[src/rtl/ahb_slave_interface_pkg.sv]
// Shared AHB-to-APB bridge definitions: transfer/response encodings, peripheral
// address windows and the error-response FSM state codes.
package ahb_slave_interface_pkg;

  localparam logic [1:0] HtransIdle   = 2'b00;
  localparam logic [1:0] HtransBusy   = 2'b01;
  localparam logic [1:0] HtransNonseq = 2'b10;
  localparam logic [1:0] HtransSeq    = 2'b11;

  localparam logic [1:0] HrespOkay  = 2'b00;
  localparam logic [1:0] HrespError = 2'b01;

  localparam logic [31:0] Slave0Base  = 32'h8000_0000;
  localparam logic [31:0] Slave0Limit = 32'h83FF_FFFF;
  localparam logic [31:0] Slave1Base  = 32'h8400_0000;
  localparam logic [31:0] Slave1Limit = 32'h87FF_FFFF;
  localparam logic [31:0] Slave2Base  = 32'h8800_0000;
  localparam logic [31:0] Slave2Limit = 32'h8BFF_FFFF;

  // Two-cycle ERROR response: first cycle stalls, second completes.
  localparam logic [1:0] ErrOkay   = 2'd0;
  localparam logic [1:0] ErrFirst  = 2'd1;
  localparam logic [1:0] ErrSecond = 2'd2;

endpackage

[src/rtl/ahb_slave_interface.sv]
// AHB slave front end of the AHB-to-APB bridge: address decode, two-stage
// address/data pipeline and the two-cycle ERROR response for unmapped transfers.
module ahb_slave_interface
  import ahb_slave_interface_pkg::*;
(
  input  logic        Hclk,
  input  logic        Hresetn,
  input  logic        Hwrite,
  input  logic        Hreadyin,
  input  logic [1:0]  Htrans,
  input  logic [31:0] Haddr,
  input  logic [31:0] Hwdata,
  input  logic [31:0] Prdata,
  input  logic        Hreadyout_apb,
  output logic [31:0] Haddr1,
  output logic [31:0] Haddr2,
  output logic [31:0] Hwdata1,
  output logic [31:0] Hwdata2,
  output logic        Hwritereg,
  output logic        valid,
  output logic [2:0]  tempselx,
  output logic [31:0] Hrdata,
  output logic [1:0]  Hresp,
  output logic        Hready_o
);

  logic [1:0] err_q, err_d;
  logic       trans_active;

  function automatic logic [2:0] decode_sel(input logic [31:0] addr);
    logic [2:0] sel;
    sel = 3'b000;
    if (addr >= Slave0Base && addr <= Slave0Limit) begin
      sel = 3'b001;
    end else if (addr >= Slave1Base && addr <= Slave1Limit) begin
      sel = 3'b010;
    end else if (addr >= Slave2Base && addr <= Slave2Limit) begin
      sel = 3'b100;
    end
    return sel;
  endfunction

  function automatic logic is_active(input logic [1:0] trans);
    logic act;
    act = 1'b0;
    case (trans)
      HtransNonseq, HtransSeq: act = 1'b1;
      HtransIdle, HtransBusy:  act = 1'b0;
      default:                 act = 1'b0;
    endcase
    return act;
  endfunction

  assign tempselx     = decode_sel(Haddr);
  assign trans_active = Hreadyin && is_active(Htrans);
  assign valid        = trans_active && (tempselx != 3'b000) && (err_q == ErrOkay);
  assign Hrdata       = Prdata;

  always_ff @(posedge Hclk or negedge Hresetn) begin
    if (!Hresetn) begin
      Haddr1    <= '0;
      Haddr2    <= '0;
      Hwdata1   <= '0;
      Hwdata2   <= '0;
      Hwritereg <= 1'b0;
    end else if (Hreadyin) begin
      Haddr1    <= Haddr;
      Haddr2    <= Haddr1;
      Hwdata1   <= Hwdata;
      Hwdata2   <= Hwdata1;
      Hwritereg <= Hwrite;
    end
  end

  // Transfers arriving while an error response is in flight are dropped.
  always_comb begin
    err_d = ErrOkay;
    case (err_q)
      ErrOkay: begin
        if (trans_active && (tempselx == 3'b000)) begin
          err_d = ErrFirst;
        end
      end
      ErrFirst:  err_d = ErrSecond;
      ErrSecond: err_d = ErrOkay;
      default:   err_d = ErrOkay;
    endcase
  end

  always_ff @(posedge Hclk or negedge Hresetn) begin
    if (!Hresetn) begin
      err_q <= ErrOkay;
    end else begin
      err_q <= err_d;
    end
  end

  // Error states override the APB ready entirely.
  always_comb begin
    Hresp    = HrespOkay;
    Hready_o = Hreadyout_apb;
    case (err_q)
      ErrFirst: begin
        Hresp    = HrespError;
        Hready_o = 1'b0;
      end
      ErrSecond: begin
        Hresp    = HrespError;
        Hready_o = 1'b1;
      end
      default: begin
        Hresp    = HrespOkay;
        Hready_o = Hreadyout_apb;
      end
    endcase
  end

endmodule

[config.mk]
export PLATFORM = sky130hd
export DESIGN_NAME = ahb_slave_interface
export DESIGN_NICKNAME = d
export VERILOG_FILES = /design/src/rtl/ahb_slave_interface_pkg.sv /design/src/rtl/ahb_slave_interface.sv
export SDC_FILE = /design/constraint.sdc
export NUM_CORES = 1
export LEC_CHECK = 0
export ABC_AREA = 1
export BUFFER_PORTS_ARGS = -buffer_cell sky130_fd_sc_hd__buf_2
export CORE_ASPECT_RATIO = 1.25
export CORE_UTILIZATION = 30
export DETAILED_ROUTE_END_ITERATION = 8
export HOLD_SLACK_MARGIN = 0.08
export PLACE_DENSITY = 0.69
export SLEW_MARGIN = 5
export SYNTH_ARGS = -nofsm -noshare
export SYNTH_HDL_FRONTEND = slang
export SYNTH_SLANG_ARGS = --single-unit
[constraint.sdc]
create_clock -name Hclk -period 1 [get_ports Hclk]
set_input_delay 0.1 -clock Hclk [delete_from_list [all_inputs] [get_ports Hclk]]
set_output_delay 0.1 -clock Hclk [all_outputs]
set_load 0.05 [all_outputs]
Word-level counts from Yosys, hierarchy flattened --
Index checks and enable logic that the tools add are counted.
Storage, ports and cells: word-level logic and storage cells 39, input bits 103, register bits 131
Cells by class: magnitude comparators 6, reductions and logical operators 14, eq/ne operators 5, muxes and demuxes 8
Operator list (count):
- 32-bit >= comparator, second input constant | 3
- 32-bit <= comparator, second input constant | 3
- 3-bit two-way mux | 3
- 1-bit logical AND | 7
- 2-bit == test, second input constant | 3
- 2-bit OR reduction | 3
- 2-bit by 1-bit == test with 1-bit output, second input constant | 2
- 2-bit zero test | 2
- 1-bit case mux with 2 select lines | 2
- 2-bit case mux with 2 select lines | 1
- 3-bit zero test | 1
- 3-bit nonzero test | 1
- 1-bit two-way mux | 2

Depth between registers and ports, before layout --
Gate-level depths: netlist (run 1).
depth in word-level cells 9, depth in mapped cells 6

Least setup slack after synthesis (run 1) --
Ideal clock, no wire load.
kind in2out, start point in Haddr[29], end point out tempselx[0], data arrival time 1.734 ns, stages on the path 3, slack -0.834 ns, buffers on the path 0, cells stage by stage inv_1 > nand3b_1 > nor4_1
Between the ends: word-level cells in the longest chain between the ends 4, elaborated cells between the ends (all ways) 8, those cells by class order compare (4); mux (2); reduce/logical (2)
RTL lines:
- start, declared | line ahb_slave_interface.sv:11 | input logic [31:0] Haddr,
- 32-bit >= comparator or 32-bit <= comparator (tied branches) | line ahb_slave_interface.sv:35 | end else if (addr >= Slave1Base && addr <= Slave1Limit) begin
- 1-bit logical AND | line ahb_slave_interface.sv:35
- 3-bit two-way mux | line ahb_slave_interface.sv:35
- 3-bit two-way mux * | line ahb_slave_interface.sv:33 | if (addr >= Slave0Base && addr <= Slave0Limit) begin
- end, declared | line ahb_slave_interface.sv:21 | output logic [2:0] tempselx,
Every way passes the cells marked *; elsewhere a longest branch is shown, timed or not.

Final worst setup path (run 1) --
start point reg err_q[0], end point out Hready_o
Between the ends: word-level cells in the longest chain between the ends 2, elaborated cells between the ends (all ways) 3, those cells by class eq/ne (2); mux (1)
RTL lines:
- start, declared | line ahb_slave_interface.sv:27 | logic [1:0] err_q, err_d;
- start signal, assigned | line ahb_slave_interface.sv:92 | err_q <= ErrOkay;
- start signal, assigned | line ahb_slave_interface.sv:94 | err_q <= err_d;
- 2-bit == test or 2-bit by 1-bit == test with 1-bit output (tied branches) | line ahb_slave_interface.sv:102 | case (err_q)
- 1-bit case mux with 2 select lines * | line ahb_slave_interface.sv:102
- end, declared | line ahb_slave_interface.sv:24 | output logic Hready_o
Marked as above.

==> results.toml, run 1 <==
[run_status]
status = "finished, violations left"
violations = "setup timing"

[yosys]
ys_warn_count = 0
synth_fp_nets = 637
yosysUniqueCellTypes = 15
synth_area_leaders = "dfrtp_1 (63%), a21oi_1 (6.2%), o21ai_0 (5.9%), buf_4 (5.8%), inv_1 (5.1%)"
postSynthRegisterBits = 131
synth_top_area_share_pct = 63.1
netlist_area_um2 = 5190
syn_inst = 531
yosysTopAreaCell = "dfrtp_1"
ys_seq_area_share_pct = 63.1
syn_area_per_cell_um2 = 9.78

[sta]
drv_slew = 0
fin_crit_ns = 1.65
setup_ws_ns = -0.655
fmax_mhz = 604
finalCritPeriodShare_pct = 165
setup_violations = 132
skew_ns = 0.00551
hold_viol = 0
rsz0062_at_grt = "true"
tns_ns = -9.05

[global_routing]
grt_max_degree = 59
overflow = 0
first_global_vias = 4762
antenna_found_initial = 0
grt_usage_pct = 16.9
grt_pass1_wl_um = 23300

[detailed_routing]
dr.max_layer_used = "met4"
dr_total_vias = 4684
met3_length_um = 855
drt_iter0_markers = 221
via_per_inst = 4.35
drt-pass1-iter-count = 4
ant_nets = 0
routedWlPerCell_um = 14.3
met1Wirelength_um = 6060
wirelength_um = 15400
met2WireLength_um = 7990
drc = 0

[cts]
path_clk_slew_ns = 0.06
htreeDepth = 4
root_buffer = "clkbuf_16"
cts_buffer_depth = 2
clock-sinks = 131
clk_latency_ns = 0.40
cts_buffers = 17
cts_tree = "yes"

[floorplan]
die_x_um = 120
start_util_pct = 30.8
dieArea_um2 = 17800
row_count = 53
coreArea_um2 = 16800
fp.dieH_um = 149
ios = 271

[layout]
final_cells = 1077
finish.net_count = 951
final_cell_mix = "buf_6 (137), dfrtp_1 (128), buf_4 (79), inv_1 (65), nor2_1 (65)"
num_antenna_cells = 0
synthToLayoutAreaGrowth_pct = 73.9
fin_util_pct = 53.6
drive_above_1_share_pct = 39.4
final_common_cell = "buf_6"
finalInstanceArea_um2 = 9030
fill_cells = 1397

[setup_path]
cp.required_ns = 0.90
critPathMaxFanout = 2
end_kind = "output pin"
cp-start-kind = "flip-flop"
cp.arrival_ns = 1.55
criticalPathCategory = "reg -> out"

[place]
dp.cells = 916
placed_cell_area_um2 = 6430
gp_congestion = 0.772
dpl.hpwl_um = 8940
port-buffer-count = 204
place_ws_ns = -0.268

[pwr]
peakVddDrop_mv = 0.838
p_leak_nw = 4.47
power.density_nw_per_um2 = 1930

[hold_path]
hold_class = "in -> reg"

[flow_run]
drv_cap = 0
==> repair_timing <==
action | 4_1_cts | 5_1_grt
hold endpoints to repair | 197 | 0
endpoints found under the setup margin | 135 | 140
gates resized for setup | 268 | 15
setup buffers | 28 | 37
gates cloned | 0 | 0
hold buffers | 65 | 0
==> metrics by stage <==
step | hold WS, ns | total power, mW
2_1_floorplan | -0.196 | 9.21
4_1_cts | 0.0614 | 17.3
3_3_place_gp | -0.00599 | 9.92
6_report | 0.0883 | 17.4
3_5_place_dp | -0.00780 | 9.97
5_1_grt | 0.0874 | 18.1
==> worst paths after layout <==
check,start,end,slack [ns],depth (start not counted)
hold / removal,Htrans[1],err_q[0]$_DFF_PN0_,0.09,5
setup reg to reg,Haddr1[2]$_DFFE_PN0P_,Haddr1[2]$_DFFE_PN0P_,0.06,4
max in group asynchronous,Hresetn,Hwdata1[24]$_DFFE_PN0P_,0.39,3
setup / recovery,err_q[0]$_DFF_PN0_,Hready_o,-0.65,4
min in group asynchronous,Hresetn,Hwdata2[0]$_DFFE_PN0P_,0.13,2
hold reg to reg,Hwritereg$_DFFE_PN0P_,Hwritereg$_DFFE_PN0P_,0.53,1
==> routing by layer <==
metal,vias up,global-route usage [%]
met3,46,5.05
li1,2260,-
met4,0,9.25
met2,161,28.7
met1,2217,19.0
met5,-,0
==> cell usage after synthesis, drive strengths merged <==
| master | number |
|---|---|
| conb | 1 |
| o21ai | 61 |
| dfrtp | 131 |
| a21oi | 64 |
| o211ai | 1 |
| nand3 | 1 |
| nand3b | 1 |
| nand2 | 63 |
| buf | 61 |
| ha | 3 |
| mux2 | 5 |
| inv | 70 |
| nor2 | 66 |
| nor4 | 3 |
==> where the power goes <==
part	leakage [nW]	switching (mW)	total, mW	internal [mW]
Sequential	1.54	0.424	6.28	5.85
Combinational	2.65	3.08	5.08	2.00
Clock	0.276	2.26	6.04	3.78
==> critical path: stages (launching register included) <==
cell,delay [ns]
dfrtp_1,0.37
inv_2,0.06
ha_4,0.27
mux2_4,0.29
buf_6,0.15
==> layout make-up <==
class | instances | area (µm²) | area share [%]
Clock inverter | 9 | 108 | 1.19
Clock buffer | 22 | 464 | 5.14
Tap cell | 220 | 275 | 3.05
Inverter | 70 | 263 | 2.91
Timing Repair Buffer | 356 | 3310 | 36.7
Multi-Input combinational cell | 269 | 1330 | 14.7
Sequential cell | 131 | 3280 | 36.3
==> logic make-up (layout without fill, tap and decap cells) <==
logic type               after synthesis  after routing  share of synthesized area, %
AND/OR/NAND/NOR                      134            134                          9.93
flip-flops                           131            131                          63.1
buffers and inverters                131            457                          12.9
AO/OA/AOI/OAI                        126            126                          12.2
multiplexers                           5              5                          1.08
adder cells (fa/ha/maj)                3              3                         0.723
other                                  1              1                        0.0722
==> sequential cells by signal (all words and copies together), names as in the netlist <==
signal / cells
Hwritereg: 1
err_q: 2
Haddr2: 32
Hwdata2: 32
Haddr1: 32
Hwdata1: 32
No activity file was read; power rests on OpenSTA's default activity.
==> run 2: changes to the inputs <==
Settings changed: CORE_ASPECT_RATIO 1.25 to not set, RECOVER_POWER set to 50.
==> run 2 against run 1 <==
Maximum frequency down 0.94%. Core utilization up 0.62 points. Final cell count up 0.74%. The run still ends with setup timing left. Flip-flop and latch count unchanged. Wire length up 1.2%. Highest routed layer unchanged. Clock power down 2%.
==> results.toml, run 2 (synthesis gave the netlist of run 1 again) <==
[run_status]
status = "finished, violations left"
violations = "setup timing"

[place]
dpl.hpwl_um = 8720
port-buffer-count = 204
placed_cell_area_um2 = 6510
gp_congestion = 0.778

[detailed_routing]
drt_iter0_markers = 157
routedWlPerCell_um = 14.4
wirelength_um = 15600
via_per_inst = 4.32
dr_total_vias = 4691
drc = 0
ant_nets = 0
drt-pass1-iter-count = 4

[global_routing]
antenna_found_initial = 0
overflow = 0
grt_pass1_wl_um = 24000
first_global_vias = 4784
grt_max_degree = 55
grt_usage_pct = 17.2

[pwr]
peakVddDrop_mv = 1.09
power.density_nw_per_um2 = 1900
p_leak_nw = 4.47

[sta]
drv_slew = 0
tightestPinTransition_ns = 0.515
hold_viol = 0
skew_ns = 0.00519
fin_crit_ns = 1.67
fmax_mhz = 599
rsz0062_at_grt = "true"
finalCritPeriodShare_pct = 167
setup_ws_ns = -0.670
setup_violations = 142
slew_headroom_pct = 65.7
tns_ns = -11.32
hold-worst-slack_ns = 0.0436

[flow_run]
drv_cap = 0

[layout]
fill_cells = 1363
num_antenna_cells = 0
final_common_cell = "buf_6"
drive_above_1_share_pct = 39.8
fin_util_pct = 54.2
synthToLayoutAreaGrowth_pct = 75.0
finish.net_count = 958
finalInstanceArea_um2 = 9090
final_cell_mix = "buf_6 (137), dfrtp_1 (128), buf_4 (74), dlygate4sd3_1 (72), buf_2 (67)"

[cts]
path_clk_slew_ns = 0.06
root_buffer = "clkbuf_16"
cts_buffers = 17
cts_tree = "yes"
htreeDepth = 4
cts_buffer_depth = 2
clock-sinks = 131
clk_latency_ns = 0.41

[setup_path]
slowest_delay_ns = 0.37
cp-start-kind = "flip-flop"
cp_cell_sequence = "inv_2 > ha_4 > mux2_4 > buf_6"
cpMaxStageDelayCell = "dfrtp_1"
cp.arrival_ns = 1.57
end_kind = "output pin"
criticalPathCategory = "reg -> out"
critPathMaxFanout = 2
cp.required_ns = 0.90

[floorplan]
row_count = 47
ios = 271
fp.dieH_um = 134
start_util_pct = 31.0
dieArea_um2 = 17800
coreArea_um2 = 16800
die_x_um = 134

[hold_path]
hold_class = "in -> reg"
## run 2: changes by cell type in the layout (fill, tap and decap cells not counted), moves of 3 or more
cell and delta:
buf_4 -5, buf_2 +3, clkbuf_8 +3, clkinvlp_4 +3, dlygate4sd3_1 +8
## run 2: power breakdown
group	switching (mW)	total (mW)	internal, mW
Combinational	3.10	5.10	2.00
Clock	2.40	5.91	3.51
Sequential	0.424	6.27	5.85
Total	5.93	17.3	11.4
## run 2: what timing repair did
action | CTS | global route
endpoints found under the hold margin | 196 | 10
buffers inserted | 27 | 31
hold buffers | 72 | 1
setup endpoints to repair | 135 | 146
gates resized for setup | 270 | 13
## run 2: cell type report
class	instances	area [µm²]	share of cell area (%)
Clock inverter	10	73.8	0.812
Clock buffer	22	494	5.44
Sequential cell	131	3280	36.1
Multi-Input combinational cell	269	1340	14.7
Timing Repair Buffer	363	3360	37.0
Tap cell	220	275	3.03
Inverter	70	263	2.89
## run 2: worst paths after layout
check / start / slack, ns / cells past startpoint / to
setup / recovery: err_q[1]$_DFF_PN0_ / -0.67 / 4 / Hready_o
hold / removal: Htrans[1] / 0.04 / 5 / err_q[0]$_DFF_PN0_
setup reg to reg: Haddr1[31]$_DFFE_PN0P_ / 0 / 3 / Haddr2[31]$_DFFE_PN0P_
hold reg to reg: Hwritereg$_DFFE_PN0P_ / 0.53 / 1 / Hwritereg$_DFFE_PN0P_
max in group asynchronous: Hresetn / -0.20 / 3 / Haddr1[24]$_DFFE_PN0P_
min in group asynchronous: Hresetn / 0.45 / 3 / Haddr1[5]$_DFFE_PN0P_
## run 2: routing by layer
layer  vias to the layer above  global-route usage, %  part of all wire [%]
met5                         -                      0                     0
met1                      2198                   18.8                    39
li1                       2290                      -                     -
met4                         0                   8.84                   2.7
met3                        39                   5.86                   6.8
met2                       164                   29.6                    52
## run 2: worst max-delay path, delay by kind of cell (launching register included)
family	cells	cell delay (ns)
buf+inv	2	0.22
mux	1	0.29
fa+ha+maj	1	0.27
flops	1	0.37
## run 2: through the flow
step                cells  worst slack (ns)  total power, mW
finish               1085            -0.670             17.3
global route         1085            -0.736             18.0
CTS                  1054            -0.691             17.2
detailed placement    923            -0.262             10.0
global placement      923            -0.245             9.95
floorplan             531            -0.247             9.21
==> run 3: changes to the inputs <==
Settings changed: HOLD_SLACK_MARGIN 0.08 to 0.1.
==> run 3 against run 2 <==
Flip-flop and latch count unchanged. Combinational power about the same. Global-route usage decreased by 0.23 points. Worst setup slack got worse by 0.00075 ns. Clock power about the same. Highest routed layer unchanged. First-iteration DRC count increased by 1.3%. Critical path type unchanged. The run still ends with setup timing left. Clock skew decreased by 0.00085 ns. Largest power group unchanged. Critical endpoint unchanged.
==> results.toml, run 3 (synthesis gave the netlist of run 1 again) <==
[floorplan]
die_x_um = 134
ios = 271
start_util_pct = 31.0
coreArea_um2 = 16800
dieArea_um2 = 17800
fp.dieH_um = 134
row_count = 47

[detailed_routing]
via_per_inst = 4.33
routedWlPerCell_um = 14.3
drt-pass1-iter-count = 4
drt_iter0_markers = 159
ant_nets = 0
wirelength_um = 15500
drc = 0
dr_total_vias = 4683

[cts]
clock-sinks = 131
clk_latency_ns = 0.41
path_clk_slew_ns = 0.06
cts_tree = "yes"
cts_buffers = 17
htreeDepth = 4
root_buffer = "clkbuf_16"
cts_buffer_depth = 2

[setup_path]
cp.arrival_ns = 1.57
critPathMaxFanout = 2
end_kind = "output pin"
criticalPathCategory = "reg -> out"
cp.required_ns = 0.90
cp-start-kind = "flip-flop"

[place]
gp_congestion = 0.778
port-buffer-count = 204
place_ws_ns = -0.262
placed_cell_area_um2 = 6510
dpl.hpwl_um = 8720

[run_status]
violations = "setup timing"
status = "finished, violations left"

[layout]
fill_cells = 1360
final_common_cell = "buf_6"
num_antenna_cells = 0
drive_above_1_share_pct = 39.8
final_cell_mix = "buf_6 (135), dfrtp_1 (128), buf_4 (75), dlygate4sd3_1 (70), buf_2 (67)"
finish.net_count = 955
synthToLayoutAreaGrowth_pct = 74.3
finalInstanceArea_um2 = 9050

[global_routing]
grt_pass1_wl_um = 23700
overflow = 0
antenna_found_initial = 0
grt_usage_pct = 17.0
grt_max_degree = 55
first_global_vias = 4735

[sta]
setup_violations = 141
fmax_mhz = 598
slew_headroom_pct = 65.8
finalCritPeriodShare_pct = 167
drv_slew = 0
tightestPinTransition_ns = 0.513
rsz0062_at_grt = "true"
setup_ws_ns = -0.671
skew_ns = 0.00434
hold_viol = 0
fin_crit_ns = 1.67

[pwr]
peakVddDrop_mv = 1.09
p_leak_nw = 4.45
power.density_nw_per_um2 = 1910

[hold_path]
hold_class = "in -> reg"

[flow_run]
drv_cap = 0
run 3: changes by cell type in the layout (fill, tap and decap cells not counted):
cell           previous run  this run
buf_4                    74        75
buf_6                   137       135
dlygate4sd3_1            72        70
mux2_2                    3         4
mux2_4                    2         1
run 3: what timing repair did:
| action | in CTS | in global routing |
|---|---|---|
| buffers inserted | 27 | 30 |
| endpoints found under the hold margin | 199 | 13 |
| gates resized for setup | 270 | 10 |
| setup endpoints to repair | 135 | 274 |
| hold buffers | 67 | 5 |
| pin swaps | 0 | 0 |
run 3: cell type report:
| cell class | count | area, µm² | area share (%) |
|---|---|---|---|
| multi-input combinational | 269 | 1330 | 14.7 |
| clock inverter | 10 | 73.8 | 0.816 |
| clock buffer | 22 | 494 | 5.46 |
| timing repair buffer | 360 | 3330 | 36.8 |
| sequential | 131 | 3280 | 36.3 |
| tap | 220 | 275 | 3.04 |
| inverter | 70 | 263 | 2.90 |
run 3: worst max-delay path, cell delays in order, from the launching register on:
cell and delay, ns:
dfrtp_1 0.37, inv_2 0.07, ha_4 0.27, mux2_4 0.29, buf_6 0.15
run 3: final timing paths:
path	slack, ns	to	startpoint	depth (start not counted)
worst min register to register	0.53	Haddr2[29]$_DFFE_PN0P_	Haddr2[29]$_DFFE_PN0P_	1
min in group asynchronous	0.47	Haddr1[5]$_DFFE_PN0P_	Hresetn	3
worst max register to register	0.03	err_q[0]$_DFF_PN0_	err_q[1]$_DFF_PN0_	6
worst min-delay path	0.07	err_q[0]$_DFF_PN0_	Htrans[1]	5
worst max-delay path	-0.67	Hready_o	err_q[1]$_DFF_PN0_	4
max in group asynchronous	-0.22	Haddr1[24]$_DFFE_PN0P_	Hresetn	3
run 3: stage by stage:
stage / instances / setup TNS, ns / utilization, % / total power [mW] / hold WS, ns
2_1_floorplan: 531 / -0.491 / - / 9.21 / -0.196
3_3_place_gp: 923 / -0.393 / 38.9 / 9.95 / -0.0753
3_5_place_dp: 923 / -0.521 / 38.9 / 10.0 / -0.0763
4_1_cts: 1049 / -38.41 / 52.5 / 17.2 / 0.0216
5_1_grt: 1082 / -17.54 / 54.0 / 18.0 / 0.0603
6_report: 1082 / -11.61 / 54.0 / 17.3 / 0.0672
run 3: report_power, final:
group / switching, mW / internal (mW) / leakage, nW / total, mW
logic: 3.09 / 1.98 / 2.64 / 5.08
registers: 0.422 / 5.85 / 1.54 / 6.27
clock network: 2.40 / 3.51 / 0.267 / 5.91
total: 5.91 / 11.3 / 4.45 / 17.3
run 3: per-layer routing:
metal / GRT usage (%) / vias up / routed length [µm]
met3: 6.13 / 39 / 1030
met5: 0 / - / 0
met4: 8.40 / 0 / 429
met2: 29.0 / 161 / 7970
li1: - / 2287 / -
met1: 18.6 / 2196 / 6080
